`src/rtl/cycle_monitor.sv`:
```
// Run-control cycle counter with per-channel read/write activity counters.
// A run starts from IDLE on enable and ends on CPU halt or cycle-budget exhaustion.

module cycle_monitor_chan #(
    parameter int CNT_WIDTH = 16
) (
    input  logic                 clk,
    input  logic                 rst_n,
    input  logic                 clear,
    input  logic                 count_en,
    input  logic                 valid,
    input  logic                 write,
    output logic [CNT_WIDTH-1:0] rd_cnt,
    output logic [CNT_WIDTH-1:0] wr_cnt
);
    localparam logic [CNT_WIDTH-1:0] CNT_MAX = '1;

    // Counters stick at all-ones rather than wrapping.
    always_ff @(posedge clk or negedge rst_n) begin
        if (!rst_n) begin
            rd_cnt <= '0;
            wr_cnt <= '0;
        end else if (clear) begin
            rd_cnt <= '0;
            wr_cnt <= '0;
        end else if (count_en && valid) begin
            if (write) begin
                if (wr_cnt != CNT_MAX) wr_cnt <= wr_cnt + 1'b1;
            end else begin
                if (rd_cnt != CNT_MAX) rd_cnt <= rd_cnt + 1'b1;
            end
        end
    end
endmodule

module cycle_monitor #(
    parameter int CNT_WIDTH  = 16,
    parameter int MAX_CYCLES = 2000,
    parameter int NUM_CH     = 2
) (
    input  logic                        clk,
    input  logic                        rst_n,
    input  logic                        enable,
    input  logic                        clear,
    input  logic                        halt_in,
    input  logic [NUM_CH-1:0]           ch_valid,
    input  logic [NUM_CH-1:0]           ch_write,
    output logic [CNT_WIDTH-1:0]        cycle,
    output logic [NUM_CH*CNT_WIDTH-1:0] rd_cnt,
    output logic [NUM_CH*CNT_WIDTH-1:0] wr_cnt,
    output logic                        running,
    output logic                        halted,
    output logic                        timeout,
    output logic                        done
);
    typedef enum logic [1:0] {
        IDLE    = 2'd0,
        RUN     = 2'd1,
        HALTED  = 2'd2,
        TIMEOUT = 2'd3
    } state_t;

    localparam logic [CNT_WIDTH-1:0] LAST_CYCLE = CNT_WIDTH'(MAX_CYCLES - 1);

    state_t state_q, state_d;
    logic   run_act;
    logic   at_budget;

    assign run_act   = (state_q == RUN) && !clear;
    assign at_budget = (cycle == LAST_CYCLE);

    always_ff @(posedge clk or negedge rst_n) begin
        if (!rst_n) state_q <= IDLE;
        else        state_q <= state_d;
    end

    // clear outranks halt, and halt outranks the budget.
    always_comb begin
        state_d = state_q;
        if (clear) begin
            state_d = IDLE;
        end else begin
            case (state_q)
                IDLE:    if (enable) state_d = RUN;
                RUN: begin
                    if (halt_in)        state_d = HALTED;
                    else if (at_budget) state_d = TIMEOUT;
                end
                default: state_d = state_q;
            endcase
        end
    end

    always_ff @(posedge clk or negedge rst_n) begin
        if (!rst_n) begin
            cycle <= '0;
            done  <= 1'b0;
        end else begin
            done <= run_act && (halt_in || at_budget);
            if (clear)        cycle <= '0;
            else if (run_act) cycle <= cycle + 1'b1;
        end
    end

    for (genvar i = 0; i < NUM_CH; i++) begin : g_ch
        cycle_monitor_chan #(.CNT_WIDTH(CNT_WIDTH)) u_ch (
            .clk      (clk),
            .rst_n    (rst_n),
            .clear    (clear),
            .count_en (run_act),
            .valid    (ch_valid[i]),
            .write    (ch_write[i]),
            .rd_cnt   (rd_cnt[i*CNT_WIDTH +: CNT_WIDTH]),
            .wr_cnt   (wr_cnt[i*CNT_WIDTH +: CNT_WIDTH])
        );
    end

    assign running = (state_q == RUN);
    assign halted  = (state_q == HALTED);
    assign timeout = (state_q == TIMEOUT);
endmodule

```
`config.mk`:
```
export PLATFORM = sky130hd
export DESIGN_NAME = cycle_monitor
export DESIGN_NICKNAME = d
export VERILOG_FILES = /design/src/rtl/cycle_monitor.sv
export SDC_FILE = /design/constraint.sdc
export NUM_CORES = 1
export LEC_CHECK = 0
export CAP_MARGIN = 10
export CORE_MARGIN = 5
export CORE_UTILIZATION = 30
export DETAILED_ROUTE_END_ITERATION = 16
export GPL_TIMING_DRIVEN = 0
export HOLD_SLACK_MARGIN = 0.03
export PLACE_DENSITY = 0.56
export REMOVE_ABC_BUFFERS = 1
export SYNTH_ARGS = -nofsm -noshare
export SYNTH_HDL_FRONTEND = slang
export SYNTH_HIERARCHICAL = 1
export SYNTH_SLANG_ARGS = --single-unit
```
`constraint.sdc`:
```
create_clock -name clk -period 5.37 [get_ports clk]
set_clock_uncertainty 0.1 [all_clocks]
set_input_delay 1.074 -clock clk [delete_from_list [all_inputs] [get_ports clk]]
set_output_delay 1.074 -clock clk [all_outputs]
set_load 0.02 [all_outputs]
```
======== Word level (Yosys, flattened, before mapping) ========
Index checks and enable logic that the tools add are counted.
storage, ports and cells
  latch bits .............................. 0
  memory bits (read-only) ................. 0
  output and inout bits ................... 84
  logic and storage cells ................. 69
  bits in writable memories ............... 0
  flip-flop bits (word level) ............. 83
  memories ................................ 0
  bits of input ports ..................... 9
cells by class
  shift operators ......................... 0
  $add $sub $neg .......................... 5
  reduce and logical (&&, ||, !) cells .... 22
  muxes and demuxes ....................... 23
  equal/unequal tests ..................... 12
  bitwise logic cells ..................... 0
  div/mod/pow operators ................... 0
  multipliers ............................. 0
  order comparisons ....................... 0
operators by type and width
  kind                     number
  $mux W16                 18
  $add A16 B1 Y16 const B  5
  $ne A16 B16 Y1 const B   4
  $reduce_bool A2 Y1       9
  $eq A16 B11 Y1 const B   1
  $reduce_and A3 Y1        5
  $mux W2                  4
  $eq A2 B2 Y1 const B     2
  $logic_and A1 B1 Y1      4
  $ne A2 B2 Y1 const B     2
  $ne A4 B3 Y1 const B     1
  $pmux W2 S2              1
  $ne A3 B3 Y1 const B     1
  $reduce_bool A3 Y1       1
  $eq A2 B1 Y1 const B     1
  $logic_not A2 Y1         1
  $logic_not A1 Y1         1
  $logic_or A1 B1 Y1       1

======== Logic depth before layout (Yosys ltp) ========
  word-level depth ........................ 5
  mapped depth ............................ 8
  depth with buffers taken out ............ 6

======== Hierarchy ========
Netlist, hierarchy kept.
modules (own cells, without submodules)
  module              sequential area each (um2)  cells each  times used  area an instance (um2)
  cycle_monitor_chan  800.8                       196         2           1828.0
  cycle_monitor       475.5                       107         1           992.2

======== Worst setup path before layout ========
No wires, ideal clock.
  path type ............................... input to register
  from .................................... input port clear
  to ...................................... register g_ch[0].u_ch.wr_cnt[15]
  arrival ................................. 2904 ps
  data required time ...................... 5142 ps
  slack ................................... 2239 ps
  setup time .............................. 128 ps
  cell stages on the path ................. 7
  buffers on the path ..................... 2
  path through ............................ clkbuf_1 nor2_1 nand3_1 or4_1 buf_2 nor4b_2 mux2_1
between the ends
  word-level cells in the longest chain between the ends .. 5
  elaborated cells on any way between the ends .. 8
  those cells by class .................... 1 x mux; 7 x reduce/logical
RTL lines
  what                                 line  source
  start, declared                      44    input logic clear,
  $logic_not A1 Y1                     69    assign run_act = (state_q == RUN) && !clear;
  $logic_and A1 B1 Y1                  69
  via run_act                          66    logic run_act;
  $logic_and A1 B1 Y1                  26    end else if (count_en && valid) begin
  $reduce_bool A2 Y1 (no source line)  --
  $reduce_and A3 Y1 (no source line)   --
  end signal, assigned                 28    if (wr_cnt != CNT_MAX) wr_cnt <= wr_cnt + 1'b1;
  end, declared                        14    output logic [CNT_WIDTH-1:0] wr_cnt
The timed path passes the listed nets, and every way through them passes these cells.
A chain may end at the register's enable or synchronous reset.

======== Worst setup path after layout ========
  from .................................... input port clear
  to ...................................... register g_ch[1].u_ch.rd_cnt[15]
between the ends
  word-level cells in the longest chain between the ends .. 5
  elaborated cells on any way between the ends .. 8
  those cells by class .................... 1 x eq/ne; 1 x mux; 6 x reduce/logical
RTL lines
  what                                 line  source
  $logic_not A1 Y1                     69
  $logic_and A1 B1 Y1                  69
  via run_act                          66
  $logic_and A1 B1 Y1                  26
  $reduce_bool A2 Y1 (no source line)  --
  $reduce_and A3 Y1 (no source line)   --
  end signal, assigned                 30    if (rd_cnt != CNT_MAX) rd_cnt <= rd_cnt + 1'b1;
  end, declared                        13    output logic [CNT_WIDTH-1:0] rd_cnt,
The timed path passes the listed nets, and every way through them passes these cells.

==> impl_metrics.json <==
{
  "grt_max_degree": 58,
  "num_vias": 4226,
  "grt_setup_unrepaired": "false",
  "overflow": 0,
  "grt_pass1_vias": 4107,
  "fin_cells": 774,
  "timing.fmax_ghz": 0.2749,
  "powerDensity_nw_per_um2": 218.4,
  "ir_worst_vdd_uv": 158.3,
  "maxCapViolations": 0,
  "dr.first_iter.drc_count": 203,
  "switchingPower_mw": 0.2973,
  "ys_seq_elements": 83,
  "status": "finished, final reports clean",
  "fp.dieArea_um2": 18080,
  "synth_area_um2": 4648,
  "die_h_um": 134.5,
  "tightest_slew_ns": 1.060,
  "dp_slack_ns": 1.344,
  "area_delta_synth_final_pct": 31.09,
  "cts_tree": "yes",
  "timing.final.ws_setup_ns": 1.732,
  "dp_hpwl_mm": 8.485,
  "wl_per_cell_um": 15.74,
  "hp-class": "reg2reg",
  "finish.instance_area_um2": 6093,
  "crit_type": "in2reg",
  "switching_share": 0.2234,
  "ios": 93,
  "drive_gt1_frac": 0.1024,
  "die_x_um": 134.5,
  "holdBufCountCts": 0,
  "setup_viol_count_final": 0,
  "synthFlopType": "dfrtp_1",
  "dp_cells": 759,
  "syn_area_per_cell_um2": 9.315,
  "syn-instance-count": 499,
  "htree_levels": 3,
  "diodes": 0,
  "routed_wl_mm": 12.19,
  "antenna_found_initial": 0,
  "max-clock-path-buffers": 2,
  "place_congestion": 0.7941,
  "yosys_warnings": 6,
  "nets": 596,
  "cts_resized": 0,
  "leakage_nw": 2.193,
  "yosysSeqAreaShare": 0.4468,
  "slew-limit-headroom": 0.2874,
  "port-buffer-count": 92,
  "startpoint_type": "input pin",
  "synth_cell_types": 41,
  "cts_num_sinks": 83,
  "slew_viol_final": 0,
  "final_common_cell": "clkdlybuf4s50_1",
  "fin_crit_ns": 3.638,
  "postCtsSetupRepairBufs": 0,
  "synth_edf_count": 0,
  "final_cell_mix": "clkdlybuf4s50_1, dfrtp_1, a21oi_1",
  "drtPass1Iterations": 5,
  "fin_util": 0.4008,
  "fin_hold_ws_ns": 0.4764,
  "arrival_ns": 3.76,
  "cts_made_buffers": 9,
  "route.detailed.drc": 0,
  "clkLatencyLatePin_ns": 0.34,
  "initial_core_util": 0.3058,
  "finalPower_mw": 1.331,
  "grt_pass1_wl_mm": 20.42,
  "fin_setup_tns_ns": 0,
  "hold_viol_final": 0,
  "combPwrFrac": 0.049,
  "root_buffer": "clkbuf_16",
  "async_flop_share": 1.000,
  "p_seq_frac": 0.476,
  "grt_usage": 0.1372,
  "worstSetupEndpointType": "flip-flop",
  "p_int_mw": 1.033,
  "r2r_slack_ns": 2.01,
  "min_period_over_period": 0.6775,
  "placement_rows": 45,
  "place_area_um2": 5798,
  "cp_max_fo": 46,
  "clk_pin_slew_worst_paths_ns": 0.06,
  "coreArea_um2": 15200,
  "routed_via_density": 5.460,
  "worstPathRequired_ns": 5.49,
  "clkPwrFrac": 0.475,
  "ant_nets": 0
}
-- logic make-up after synthesis --
| group | share of synthesized area |
|---|---|
| buffers and inverters | 0.03526 |
| adder cells (fa/ha/maj) | 0.01346 |
| multiplexers | 0.04361 |
| XOR/XNOR | 0.01507 |
| AO/OA/AOI/OAI | 0.1443 |
| flip-flops | 0.4468 |
| AND/OR/NAND/NOR | 0.3015 |
-- sequential cells by signal, indices dropped and copies added (netlist names) --
signal / count
g_ch.u_ch/wr_cnt: 32
done: 1
cycle: 16
state_q: 2
g_ch.u_ch/rd_cnt: 32
-- worst paths after layout --
| path | startpoint | endpoint | cells past startpoint |
|---|---|---|---|
| min in group asynchronous | rst_n | g_ch[1].u_ch/rd_cnt[4] | 1 |
| setup reg to reg | state_q[1] | g_ch[1].u_ch/rd_cnt[15] | 6 |
| hold / removal | g_ch[1].u_ch/rd_cnt[8] | g_ch[1].u_ch/rd_cnt[8] | 2 |
| max in group asynchronous | rst_n | g_ch[1].u_ch/wr_cnt[14] | 2 |
| setup / recovery | clear | g_ch[1].u_ch/rd_cnt[15] | 6 |
| hold reg to reg | g_ch[1].u_ch/rd_cnt[8] | g_ch[1].u_ch/rd_cnt[8] | 2 |
-- worst max-delay path, stage by stage --
cell and delay, ns:
buf_4 0.26, nor2_1 0.37, nand3b_1 0.55, or4_1 0.73
nor4b_1 0.38, mux2_1 0.35
-- final cells by class --
class | instances | area, um^2
Fill cell | 1496 | 9109
Timing Repair Buffer | 97 | 997.2
Inverter | 15 | 56.30
Clock buffer | 13 | 260.3
Multi-Input combinational cell | 376 | 2432
Clock inverter | 2 | 35.03
Tap cell | 188 | 235.2
Sequential cell | 83 | 2077
-- power by group through the flow --
stage               clock network [mW]  logic (mW)  registers (mW)
global route                     0.681      0.0738           0.634
finish                           0.632      0.0646           0.634
floorplan                            0      0.0166           0.647
detailed placement                   0      0.0671           0.645
global placement                     0      0.0630           0.645
CTS                              0.654      0.0671           0.634
-- metal layers --
metal / GRT usage / vias to the layer above / routed length, um
li1: - / 2052 / -
met1: 0.1798 / 2082 / 5799
met2: 0.2207 / 80 / 5651
met3: 0.03316 / 12 / 545
met4: 0.05090 / 0 / 189
met5: 0 / - / 0
-- synth_stat cells, drive strengths merged, types with 10 or more instances --
master | instances | area (um^2)
nand2 | 21 | 78.83
nor4 | 11 | 68.82
buf | 11 | 55.05
clkbuf | 14 | 52.55
mux2 | 18 | 202.7
nor2b | 18 | 112.6
o31ai | 31 | 232.7
dfrtp | 83 | 2077
a21oi | 53 | 265.3
or3 | 21 | 140.1
o21ai | 21 | 105.1
nand3 | 28 | 140.1
nor2 | 35 | 131.4
nand4 | 17 | 106.4
or2 | 10 | 62.56
or4 | 35 | 269.0
inv | 15 | 56.30
Power figures use the tool's default switching activity.
